[src/rtl/pipe_ctrl.sv]
// pipe_ctrl: pipeline stall/flush sequencer for the 5-stage core.
// Times multi-cycle EX ops and redirects the PC on committed exceptions.
module pipe_ctrl #(
   parameter int MC_CNT_W = 6,
   parameter int PC_W     = 32,
   parameter int PERF_W   = 16
) (
   input  logic                clk,
   input  logic                rst,
   input  logic                stallreq_id,
   input  logic                stallreq_ex,
   input  logic                ex_mc_start,
   input  logic [MC_CNT_W-1:0] ex_mc_len,
   input  logic                excp_valid,
   input  logic [PC_W-1:0]     excp_handler,
   output logic [5:0]          stall,
   output logic                flush,
   output logic [PC_W-1:0]     new_pc,
   output logic                ex_mc_busy,
   output logic                ex_mc_done,
   output logic [PERF_W-1:0]   perf_stall_cnt
);
   typedef enum logic [1:0] {IDLE, MULTI, FLUSH} state_t;
   state_t              r_state;
   logic [MC_CNT_W-1:0] r_cnt;
   logic                r_flush;
   logic [PC_W-1:0]     r_new_pc;
   logic [PERF_W-1:0]   r_perf;
   logic [5:0]          w_req;
   logic [5:0]          w_stall;
   logic                w_done;
   assign w_req = stallreq_ex ? 6'b001111 : stallreq_id ? 6'b000111 : 6'b000000;
   // exceptions and reset override every hold request
   always_comb begin
      w_stall = '0;
      w_done  = 1'b0;
      if (!rst && !excp_valid) begin
         case (r_state)
            IDLE: begin
               w_stall = ex_mc_start ? (ex_mc_len != '0 ? 6'b001111 : 6'b000000) : w_req;
               w_done  = ex_mc_start && ex_mc_len == '0;
            end
            MULTI: begin
               w_stall = r_cnt > MC_CNT_W'(1) ? 6'b001111 : w_req;
               w_done  = r_cnt <= MC_CNT_W'(1);
            end
            default: ;
         endcase
      end
   end
   always_ff @(posedge clk) begin
      if (rst) begin
         r_state  <= IDLE;
         r_cnt    <= '0;
         r_flush  <= 1'b0;
         r_new_pc <= '0;
         r_perf   <= '0;
      end else begin
         if (|w_stall && r_perf != '1) r_perf <= r_perf + 1'b1;
         if (excp_valid) begin
            r_state  <= FLUSH;
            r_flush  <= 1'b1;
            r_new_pc <= excp_handler;
            r_cnt    <= '0;
         end else begin
            r_flush <= 1'b0;
            case (r_state)
               IDLE: if (ex_mc_start && ex_mc_len != '0) begin
                  r_cnt   <= ex_mc_len;
                  r_state <= MULTI;
               end
               MULTI: if (r_cnt > MC_CNT_W'(1)) r_cnt <= r_cnt - 1'b1;
               else begin
                  r_cnt   <= '0;
                  r_state <= IDLE;
               end
               default: r_state <= IDLE;
            endcase
         end
      end
   end
   assign stall          = w_stall;
   assign ex_mc_done     = w_done;
   assign flush          = r_flush;
   assign new_pc         = r_new_pc;
   assign ex_mc_busy     = r_state == MULTI;
   assign perf_stall_cnt = r_perf;
endmodule

[config.mk]
export PLATFORM = sky130hd
export DESIGN_NAME = pipe_ctrl
export DESIGN_NICKNAME = d
export VERILOG_FILES = /design/src/rtl/pipe_ctrl.sv
export SDC_FILE = /design/constraint.sdc
export NUM_CORES = 1
export LEC_CHECK = 0
export ABC_AREA = 0
export CAP_MARGIN = 20
export CORE_ASPECT_RATIO = 1.5
export CORE_MARGIN = 1.5
export CORE_UTILIZATION = 59
export CTS_CLUSTER_SIZE = 20
export DETAILED_ROUTE_END_ITERATION = 8
export DONT_BUFFER_PORTS = 1
export PLACE_DENSITY = 0.75
export SYNTH_ARGS = -nofsm -noshare
export SYNTH_HDL_FRONTEND = slang
export SYNTH_SLANG_ARGS = --single-unit
[constraint.sdc]
create_clock -name clk -period 6.15 [get_ports clk]
set_input_delay 1.23 -clock clk [delete_from_list [all_inputs] [get_ports clk]]
set_output_delay 1.23 -clock clk [all_outputs]
set_load 0.05 [all_outputs]
==> results of run 1 <==
worst max path at each step:
stage / endpoint / slack [ns] / depth (start not counted)
floorplan: stall[1] / 2.11 / 7
global placement: ex_mc_done / 2.10 / 4
detailed placement: ex_mc_done / 2.09 / 4
CTS: ex_mc_done / 2.09 / 4
global route: stall[2] / 1.97 / 5
finish: ex_mc_done / 2.10 / 4
power by group through the flow:
| stage | Sequential [uW] | Combinational [uW] | Clock, uW |
|---|---|---|---|
| floorplan | 448 | 67.8 | 0 |
| global placement | 452 | 59.6 | 0 |
| detailed placement | 452 | 61.3 | 0 |
| CTS | 444 | 61.7 | 430 |
| global route | 446 | 68.0 | 445 |
| finish | 444 | 61.3 | 420 |
routing by layer:
layer / up-vias / part of all wire (%)
met1: 936 / 42
li1: 1039 / -
met5: - / 0
met4: 0 / 1.1
met3: 5 / 7.3
met2: 88 / 50
worst register-to-register path: cells and delay by family (launching register included):
kind	cells	cell delay [ns]
mux	1	0.30
flops	1	0.74
simple gates	4	1.45
layout by cell type, fill, tap and decap left out, types with 2 or more instances in the layout:
cell type / instances
and3_1: 2
conb_1: 2
bufinv_16: 3
o41ai_1: 2
nor4_1: 3
nand2b_1: 2
ha_1: 3
nor2b_1: 4
or4_1: 8
o31ai_1: 6
nor4b_1: 2
nand3_1: 4
or3_1: 9
clkbuf_8: 10
inv_1: 7
nor2_1: 50
o21ai_1: 2
nor3_1: 7
mux2i_1: 34
o311ai_0: 3
a21oi_1: 14
dfxtp_1: 57
a22oi_1: 3
o21ai_0: 16
nand2_1: 14
nand4_1: 3
stage by stage:
step,hold slack [ns],util [%]
after global routing,0.603,66.4
after global placement,0.539,60.7
after CTS,0.562,66.4
final,0.562,66.4
after floorplan,0.488,-
after detailed placement,0.552,60.7
cell type report:
| type | count | area, um2 |
|---|---|---|
| clock buffer | 11 | 141 |
| timing repair buffer | 1 | 7.51 |
| fill | 362 | 1440 |
| tap | 46 | 57.6 |
| clock inverter | 5 | 103 |
| sequential | 57 | 1140 |
| inverter | 7 | 26.3 |
| multi-input combinational | 211 | 1370 |
kinds of logic (layout without fill, tap and decap cells):
family,Yosys count,after routing,synth area share [%]
AND/OR/NAND/NOR,116,116,22.7
adder cells (fa/ha/maj),3,3,1.41
multiplexers,35,35,13.2
buffers and inverters,28,24,5.79
AO/OA/AOI/OAI,55,55,13.8
flip-flops,57,57,43.0
other,1,2,0.141
flip-flops by register name (all words and copies together) (netlist names):
signal / flops
flush: 1
r_cnt: 6
r_state: 2
perf_stall_cnt: 16
new_pc: 32
==> reports/qor.yml, run 1 <==
status:
  status: "finished, violations left"
  violations: "design-rule violations"
setup_path:
  r2r_setup_slack_ns: 3.55
  crit_start: "ex_mc_len[0]"
  cp_top_family: "simple AND/OR/NAND/NOR gates"
  end_kind: "output pin"
  reg2reg_from: "perf_stall_cnt[7]$_SDFFE_PP0P_"
  slowest_stage: "nor2_1"
  crit_path_start_kind: "primary input"
  worstPathRequired_ns: 4.92
  max_stage_delay_ns: 0.67
  r2r-end: "perf_stall_cnt[7]$_SDFFE_PP0P_"
  cp_num_buf_inv: 0
  cp_data_arrival_time_ns: 2.82
  cp_max_fo: 4
  crit_type: "primary input to output pin"
  crit_chain: "nor4_1, and3_1, a21oi_1, nor2_1"
  r2r_cells: 5
timing:
  fin_ws_ns: 2.10
  tightest_slew_ns: 0.882
  setup_tns_ns: 0
  post-route-min-period_ns: 4.05
  slew_headroom_pct: 41.0
  finalHoldViolCount: 0
  rsz0062_at_grt: "false"
  setup_viol: 0
  slew_viol_final: 0
  fmax_mhz: 247
  fin_crit_sh_pct: 65.8
  clock-skew-final_ns: 0.00820
floorplan:
  design.portCount: 101
  die_h_um: 85.2
  die_w_um: 57.8
  die_area_um2: 4920
  rows: 29
  start_util_pct: 62.0
  core_area_um2: 4280
synthesis:
  async_reset_ff_share_pct: 0
  synth_cells: 295
  synth_top_cell_by_area: "dfxtp_1"
  synth-seq-cells: 57
  ys_seq_area_share_pct: 43.0
  synthTopCellsByCount: "dfxtp_1 (57), nor2_1 (50), mux2i_1 (34), o21ai_0 (16)"
  synth_top_cell_area_share_pct: 43.0
  dominantRegCellSynth: "dfxtp_1"
  synth_edf_count: 0
  synth_most_common_cell: "dfxtp_1"
  syn_area_um2: 2660
  yosysWarnings: 0
  yosys-top-cells-area: "dfxtp_1 (43%), mux2i_1 (13%), nor2_1 (7.1%), o21ai_0 (3.0%), a21oi_1 (2.6%)"
  syn_avg_cell_area_um2: 9.00
  ys_types: 47
placed_design:
  gp_congestion: 0.783
  dp_slack_ns: 2.09
  hpwl_um: 3590
  placed_area_um2: 2600
  portBuffers: 0
  dp_cells: 322
run:
  maxCapViolCount: 0
layout:
  diodes: 0
  final_cells: 338
  design_area_um2: 2840
  fin_nets: 334
  drive_gt1_share_pct: 8.90
  syn2layout_area_growth_pct: 6.97
route:
  drt_iter0_drc: 83
  wirelength_um: 5210
  dr.pass1.iters: 7
  avgViaCountPerCell: 6.12
  drc: 10
  avgRoutedWirePerCell_um: 15.4
  vias: 2068
  antenna_left: 0
pwr:
  internal_power_uw: 692
  switchingPower_uw: 234
  p_leak_uw: 0.00113
  powerDensity_nw_per_um2: 326
  peakVddDrop_mv: 0.259
  p_total_uw: 926
  pwr-share-seq_pct: 48.0
  p_clk_share_pct: 45.4
  p_comb_share_pct: 6.6
  sw_frac_of_total_pct: 25.3
clock_network:
  numCtsBuffers: 9
  clk_pin_slew_worst_paths_ns: 0.06
  cts_resized: 0
  cts_sinks: 57
  root_buffer: "clkbuf_8"
  cts_hold_buf: 0
  cts_tree: "built"
  htree_levels: 3
  clockBufferDepth: 2
  cts_setup_buffers: 0
  clk_latency_ns: 0.32
worst_hold_path:
  hp-start: "r_cnt[3]$_SDFFE_PN0P_"
  hold_path_depth: 2
  min-delay-path-class: "flop to flop"
  min_to: "r_cnt[3]$_SDFFE_PN0P_"
global_route:
  grtUsageMet3_pct: 7.77
  grt-ovfl-total: 0
  use_met1_pct: 24.3
  grt_busiest_layer: "met2"
  grt_antenna_before_repair: 0
  grt.total_usage_pct: 21.5
  grt_pass1_wl_um: 8380
  grt_start_max_net_pins: 52
  grt_pass1_vias: 1981
  gr-usage-met2_pct: 36.3
Note: power is estimated with default switching activity, not from simulation.
==> inputs of run 2 (changes only) <==
==> constraint.sdc (replaced) <==
create_clock -name clk -period 3.9 [get_ports clk]
set_input_delay 0.78 -clock clk [delete_from_list [all_inputs] [get_ports clk]]
set_output_delay 0.78 -clock clk [all_outputs]
set_load 0.05 [all_outputs]
==> run 2 against run 1 <==
Effect of this change:
- the run still ends with design-rule violations left
- sequential cell count unchanged
- worst hold slack worse by 0.048 ns
- power up 47%
- via count grew 2.0%
- die area unchanged
- register-to-register slack got worse by 2.3 ns
- final cell count increased by 0.30%
- routed wire length shrank 0.17%
- count of clock-buffer cells in the layout up 3
- cell area down 1.0%
- critical path type is now flop to output pin
- largest cell class unchanged
==> reports/qor.yml, run 2 (synthesized netlist as in run 1, its figures left out) <==
setup_path:
  crit_chain: "inv_1, ha_1, o21bai_1, or2_4, o211ai_4, inv_1, buf_4"  # was nor4_1, and3_1, a21oi_1, nor2_1
  cp_num_buf_inv: 3  # was 0
  crit_type: "flop to output pin"  # was primary input to output pin
  cp_top_family: "compound AO/OA/AOI/OAI gates"  # was simple AND/OR/NAND/NOR gates
  reg2reg_from: "perf_stall_cnt[7]$_SDFFE_PP0P_"  # unchanged
  cp_max_fo: 31  # was 4
  end_kind: "output pin"  # unchanged
  r2r_cells: 5  # unchanged
  slowest_stage: "o211ai_4"  # was nor2_1
  path_depth: 7  # was 4
  cp_data_arrival_time_ns: 2.40  # was 2.82 ns
  path_common_cell: "inv_1"
  crit_path_start_kind: "flop"  # was primary input
  crit_start: "r_cnt[0]$_SDFFE_PN0P_"  # was ex_mc_len[0]
  max_stage_delay_ns: 0.58  # was 0.67 ns
  worstPathRequired_ns: 3.12  # was 4.92 ns
global_route:
  grt_start_max_net_pins: 52  # unchanged
  grt-ovfl-total: 0  # unchanged
  grt_pass1_vias: 2012  # was 1981
  grt_antenna_before_repair: 0  # unchanged
  grt_pass1_wl_um: 8290  # was 8380 um
  grt.total_usage_pct: 21.4  # was 21.5%
route:
  antenna_left: 0  # unchanged
  avgRoutedWirePerCell_um: 15.3  # was 15.4 um
  drc: 11  # was 10
  vias: 2110  # was 2068
  dr.pass1.iters: 6  # was 7
  wirelength_um: 5200  # was 5210 um
  drt_iter0_drc: 84  # was 83
  avgViaCountPerCell: 6.22  # was 6.12
layout:
  drive_gt1_share_pct: 8.87  # was 8.90%
  final_core_utilization_pct: 65.7  # was 66.4%
  syn2layout_area_growth_pct: 5.89  # was 6.97%
  diodes: 0  # unchanged
  final_common_cell: "dfxtp_1"  # unchanged
  fin_nets: 335  # was 334
  final_cell_mix: "dfxtp_1 (57), nor2_1 (50), mux2i_1 (34)"  # unchanged
  largest_reg_flops: 32  # unchanged
placed_design:
  gp_congestion: 0.782  # was 0.783
  portBuffers: 0  # unchanged
  hpwl_um: 3610  # was 3590 um
floorplan:
  die_w_um: 57.8  # unchanged
  design.portCount: 101  # unchanged
  rows: 29  # unchanged
  die_area_um2: 4920  # unchanged
  core_area_um2: 4280  # unchanged
  die_h_um: 85.2  # unchanged
  start_util_pct: 62.0  # unchanged
clock_network:
  cts_resized: 0  # unchanged
  cts_setup_buffers: 0  # unchanged
  cts_hold_buf: 0  # unchanged
  cts_tree: "built"  # unchanged
  cts_sinks: 57  # unchanged
  clockBufferDepth: 2  # unchanged
  clk_pin_slew_worst_paths_ns: 0.07  # was 0.06 ns
  clk_latency_ns: 0.33  # was 0.32 ns
  root_buffer: "clkbuf_8"  # unchanged
  numCtsBuffers: 9  # unchanged
  htree_levels: 3  # unchanged
pwr:
  p_comb_share_pct: 7.1  # was 6.6%
  powerDensity_nw_per_um2: 485  # was 326 nW/um2
  sw_frac_of_total_pct: 26.9  # was 25.3%
  p_leak_uw: 0.00112  # was 0.00113 uW
  internal_power_uw: 997  # was 692 uW
  pwr-share-seq_pct: 51.3  # was 48.0%
  switchingPower_uw: 367  # was 234 uW
  peakVddDrop_mv: 0.328  # was 0.259 mV
  p_clk_share_pct: 41.6  # was 45.4%
timing:
  fmax_mhz: 315
  slew_headroom_pct: 51.6  # was 41.0%
  slew_viol_final: 0  # unchanged
  tightest_slew_ns: 0.725  # was 0.882 ns
  post-route-min-period_ns: 3.18
  setup_viol: 0  # unchanged
  clock-skew-final_ns: 0.0122  # was 0.00820 ns
  fin_crit_sh_pct: 81.5
  rsz0062_at_grt: "false"  # unchanged
  setup_tns_ns: 0  # unchanged
  finalHoldViolCount: 0  # unchanged
worst_hold_path:
  min-delay-path-class: "primary input to flop"  # was flop to flop
  hold_path_depth: 1  # was 2
  hp-start: "rst"  # was r_cnt[3]$_SDFFE_PN0P_
status:
  status: "finished, violations left"  # unchanged
  violations: "design-rule violations"  # unchanged
run:
  maxCapViolCount: 0  # unchanged
run 2: cell types whose count changed in the layout (fill, tap and decap cells not counted):
| cell | change |
|---|---|
| clkbuf_1 | +1 |
| buf_4 | +1 |
| clkinvlp_4 | -1 |
| bufinv_16 | -2 |
| clkbuf_8 | +2 |
run 2: stage by stage:
stage,instances,worst slack [ns],power [uW],hold slack [ns],area (um2)
6_report,339,0.723,1360,0.514,2810
5_1_grt,339,0.562,1420,0.494,2810
4_1_cts,339,0.698,1380,0.496,2810
3_5_place_dp,323,0.761,809,0.541,2610
3_3_place_gp,323,0.820,806,0.527,2610
2_1_floorplan,296,0.762,813,0.488,2660
run 2: path summary, 6_finish.rpt:
path / end / slack [ns]
worst max-delay path: stall[2] / 0.72
worst min-delay path: perf_stall_cnt[10]$_SDFFE_PP0P_ / 0.51
worst max register to register: perf_stall_cnt[7]$_SDFFE_PP0P_ / 1.30
worst min register to register: r_cnt[5]$_SDFFE_PN0P_ / 0.55
run 2: final cells by class:
type	instances	area, um2
clock buffer	14	173
inverter	7	26.3
sequential	57	1140
tap	46	57.6
multi-input combinational	211	1370
clock inverter	2	35.0
timing repair buffer	2	15.0
fill	365	1470
run 2: per-layer routing:
metal	vias to the layer above	wire length, um	track usage, %
met2	82	2610	36.2
met5	-	0	0
met4	0	70	11.0
li1	1041	-	-
met3	8	390	7.62
met1	979	2120	23.0
run 2: power by group through the flow:
| stage | clock network (uW) | registers [uW] | logic [uW] |
|---|---|---|---|
| global route | 606 | 702 | 108 |
| finish | 567 | 700 | 96.5 |
| global placement | 0 | 712 | 93.5 |
| floorplan | 0 | 706 | 107 |
| detailed placement | 0 | 712 | 97.2 |
| CTS | 582 | 700 | 97.5 |
==> inputs of run 3 (changes only) <==
==> config.mk (replaced) <==
export PLATFORM = sky130hd
export DESIGN_NAME = pipe_ctrl
export DESIGN_NICKNAME = d
export VERILOG_FILES = /design/src/rtl/pipe_ctrl.sv
export SDC_FILE = /design/constraint.sdc
export NUM_CORES = 1
export LEC_CHECK = 0
export ABC_AREA = 1
export CAP_MARGIN = 20
export CORE_ASPECT_RATIO = 1.5
export CORE_MARGIN = 1.5
export CORE_UTILIZATION = 56
export CTS_CLUSTER_SIZE = 20
export DETAILED_ROUTE_END_ITERATION = 8
export DONT_BUFFER_PORTS = 1
export PLACE_DENSITY = 0.74
export SYNTH_ARGS = -nofsm -noshare
export SYNTH_HDL_FRONTEND = slang
export SYNTH_SLANG_ARGS = --single-unit
==> constraint.sdc (replaced) <==
create_clock -name clk -period 2.7 [get_ports clk]
set_input_delay 0.54 -clock clk [delete_from_list [all_inputs] [get_ports clk]]
set_output_delay 0.54 -clock clk [all_outputs]
set_load 0.05 [all_outputs]
==> run 3 against run 2 <==
Effect of this change:
- the flow now finishes without violations
- routed wire length rose by 7.6%
- register-to-register slack worse by 0.51 ns
- clock skew is 0.0028 ns lower
- critical path depth is 3 higher
- sequential cell count unchanged
- die area increased by 3.5%
- first-iteration DRC count grew 3.6%
- final cell count rose by 16%
==> reports/qor.yml, run 3 <==
timing:
  fin_crit_sh_pct: 87.2
  slew_viol_final: 0  # unchanged
  holdWs_ns: 0.271  # was 0.514 ns
  setup_viol: 0  # unchanged
  tightest_slew_ns: 0.901  # was 0.725 ns
  rsz0062_at_grt: "false"  # unchanged
  fmax_mhz: 425
  clock-skew-final_ns: 0.00938  # was 0.0122 ns
  setup_tns_ns: 0  # unchanged
  finalHoldViolCount: 0  # unchanged
  post-route-min-period_ns: 2.35
  slew_headroom_pct: 39.9  # was 51.6%
placed_design:
  gp_congestion: 0.915  # was 0.782
  hpwl_um: 3990  # was 3610 um
  dp_cells: 378  # was 323
  portBuffers: 0  # unchanged
global_route:
  grt_start_max_net_pins: 46  # was 52
  grt-ovfl-total: 0  # unchanged
  grt.total_usage_pct: 22.7  # was 21.4%
  grt_antenna_before_repair: 0  # unchanged
  grt_pass1_wl_um: 8940  # was 8290 um
  grt_pass1_vias: 2059  # was 2012
clock_network:
  clk_pin_slew_worst_paths_ns: 0.06  # was 0.07 ns
  htree_levels: 3  # unchanged
  root_buffer: "clkbuf_8"  # unchanged
  cts_tree: "built"  # unchanged
  numCtsBuffers: 9  # unchanged
  cts_resized: 0  # unchanged
  clk_latency_ns: 0.33  # about the same
  cts_hold_buf: 0  # unchanged
  clockBufferDepth: 2  # unchanged
  cts_sinks: 57  # unchanged
  cts_setup_buffers: 0  # unchanged
route:
  dr.pass1.iters: 4  # was 6
  wl_met3_um: 335  # was 390 um
  antenna_left: 0  # unchanged
  wl_met2_um: 2870  # was 2610 um
  vias: 2238  # was 2110
  drc: 0  # was 11
  avgRoutedWirePerCell_um: 14.2  # was 15.3 um
  wirelength_um: 5590  # was 5200 um
  drt_iter0_drc: 87  # was 84
  wl_met1_um: 2320  # was 2120 um
  highest_layer: "met4"  # unchanged
  avgViaCountPerCell: 5.68  # was 6.22
synthesis:
  synth-seq-cells: 57  # unchanged
  synth-simple-area-share_pct: 25.7  # was 22.7%
  synth_edf_count: 0  # unchanged
  ys_seq_area_share_pct: 43.7  # was 43.0%
  synth_compound_area_share_pct: 18.3  # was 13.8%
  muxShareOfSynthArea_pct: 0  # was 13.2%
  synth_top_cell_area_share_pct: 43.7  # was 43.0%
  syn_area_um2: 2610  # was 2660 um2
  synth_cells: 324  # was 295
  yosys-top-cells-area: "dfxtp_1 (44%), a22o_1 (11%), nand2_1 (9.3%), nand4_1 (5.0%), nor2_1 (4.7%)"  # was dfxtp_1 (43%), mux2i_1 (13%), nor2_1 (7.1%), o21ai_0 (3.0%), a21oi_1 (2.6%)
  dominantRegCellSynth: "dfxtp_1"  # unchanged
  synth-xor-area-share_pct: 3.02  # was 0%
  synth_top_cell_by_area: "dfxtp_1"  # unchanged
  syn_avg_cell_area_um2: 8.07  # was 9.00 um2
  synthTopCellsByCount: "nand2_1 (65), dfxtp_1 (57), nor2_1 (33), a22o_1 (32), inv_1 (27)"  # was dfxtp_1 (57), nor2_1 (50), mux2i_1 (34), o21ai_0 (16)
  synth_most_common_cell: "nand2_1"  # was dfxtp_1
  synthAdderAreaFrac_pct: 1.44  # was 1.41%
  yosysWarnings: 0  # unchanged
  ys_types: 31  # was 47
  synth_top_family_by_area: "simple AND/OR/NAND/NOR gates"  # unchanged
  async_reset_ff_share_pct: 0  # unchanged
layout:
  final_cell_mix: "nand2_1 (65), dfxtp_1 (57), nor2_1 (32), a22o_1 (32), inv_1 (27)"  # was dfxtp_1 (57), nor2_1 (50), mux2i_1 (34)
  largest_reg_flops: 32  # unchanged
  fin_nets: 388  # was 335
  n_fill_cell: 400  # was 365
  final_common_cell: "nand2_1"  # was dfxtp_1
  diodes: 0  # unchanged
  drive_gt1_share_pct: 14.5  # was 8.87%
  syn2layout_area_growth_pct: 14.3  # was 5.89%
  final_cells: 394  # was 339
floorplan:
  die_h_um: 86.7  # was 85.2 um
  die_area_um2: 5090  # was 4920 um2
  die_w_um: 58.8  # was 57.8 um
  core_area_um2: 4500  # was 4280 um2
  start_util_pct: 58.0  # was 62.0%
  rows: 30  # was 29
  design.portCount: 101  # unchanged
setup_path:
  path_common_cell: "inv_1"  # unchanged
  crit_start: "r_cnt[0]$_SDFFE_PN0P_"  # unchanged
  cp_num_buf_inv: 4  # was 3
  reg2reg_from: "r_cnt[0]$_SDFFE_PN0P_"  # was perf_stall_cnt[7]$_SDFFE_PP0P_
  cp_data_arrival_time_ns: 1.81  # was 2.40 ns
  crit_chain: "inv_1, ha_1, inv_1, nand2_1, nand3_1, nand2_2, nand3_2, nand2_1, inv_1, buf_12"  # was inv_1, ha_1, o21bai_1, or2_4, o211ai_4, inv_1, buf_4
  max_stage_delay_ns: 0.36  # was 0.58 ns
  crit_type: "flop to output pin"  # unchanged
  worstPathRequired_ns: 2.16  # was 3.12 ns
  cp_max_fo: 8  # was 31
  crit_path_start_kind: "flop"  # unchanged
  end_kind: "output pin"  # unchanged
  slowest_stage: "dfxtp_1"  # was o211ai_4
  cp_top_family: "buffers and inverters"  # was compound AO/OA/AOI/OAI gates
pwr:
  powerDensity_nw_per_um2: 680  # was 485 nW/um2
  peakVddDrop_mv: 0.487  # was 0.328 mV
  p_leak_uw: 0.00126  # was 0.00112 uW
run:
  maxCapViolCount: 0  # unchanged
worst_hold_path:
  hp-start: "rst"  # unchanged
  min-delay-path-class: "primary input to flop"  # unchanged
status:
  status: "completed"  # was finished, violations left
[run 3: layer usage]
layer | vias to the layer above | track usage [%]
met2 | 76 | 38.1
met3 | 7 | 7.46
met4 | 0 | 9.30
met5 | - | 0
met1 | 1019 | 25.9
li1 | 1136 | -
[run 3: power breakdown]
part	leakage, uW	internal, uW	total (uW)	switching (uW)
Clock	0.000112	528	855	327
Combinational	0.000684	60.6	172	111
Sequential	0.000467	879	1000	126
[run 3: kinds of logic after synthesis]
| family | count (synthesis) |
|---|---|
| AO/OA/AOI/OAI | 68 |
| XOR/XNOR | 9 |
| adder cells (fa/ha/maj) | 3 |
| buffers and inverters | 44 |
| flip-flops | 57 |
| other | 1 |
| AND/OR/NAND/NOR | 142 |
[run 3: area by class of cell]
cell class              count  area [um2]  share of cell area, %
clock buffers              13         179                   5.99
clock inverters             3        46.3                   1.55
inverters                  27         101                   3.39
multi-input cells         224        1280                   42.9
flip-flops and latches     57        1140                   38.2
well taps                  48        60.1                   2.01
repair buffers             22         178                   5.95
[run 3: metrics by stage]
stage / area (um2) / setup WS, ns / total power, uW / util (%)
2_1_floorplan: 2620 / 0.0671 / 1170 / -
3_3_place_gp: 2760 / 0.765 / 1190 / 61.3
3_5_place_dp: 2760 / 0.698 / 1190 / 61.3
4_1_cts: 2990 / 0.333 / 2050 / 66.3
5_1_grt: 2990 / 0.195 / 2120 / 66.3
6_report: 2990 / 0.346 / 2030 / 66.3
[run 3: path summary, 6_finish.rpt]
check / slack, ns / depth (start not counted) / endpoint
setup / recovery: 0.35 / 10 / stall[2]
hold / removal: 0.27 / 1 / perf_stall_cnt[2]$_SDFFE_PP0P_
hold reg to reg: 0.52 / 2 / r_cnt[1]$_SDFFE_PN0P_
setup reg to reg: 0.79 / 11 / perf_stall_cnt[1]$_SDFFE_PP0P_
[run 3: worst reg2reg max path: stages (launching register included)]
cell	delay, ns
dfxtp_1	0.36
inv_1	0.09
ha_1	0.25
inv_1	0.07
nand2_1	0.07
nand3_1	0.08
nand2_2	0.11
nand3_2	0.11
buf_4	0.23
nand3_4	0.22
nor2_1	0.16
nor2_1	0.06
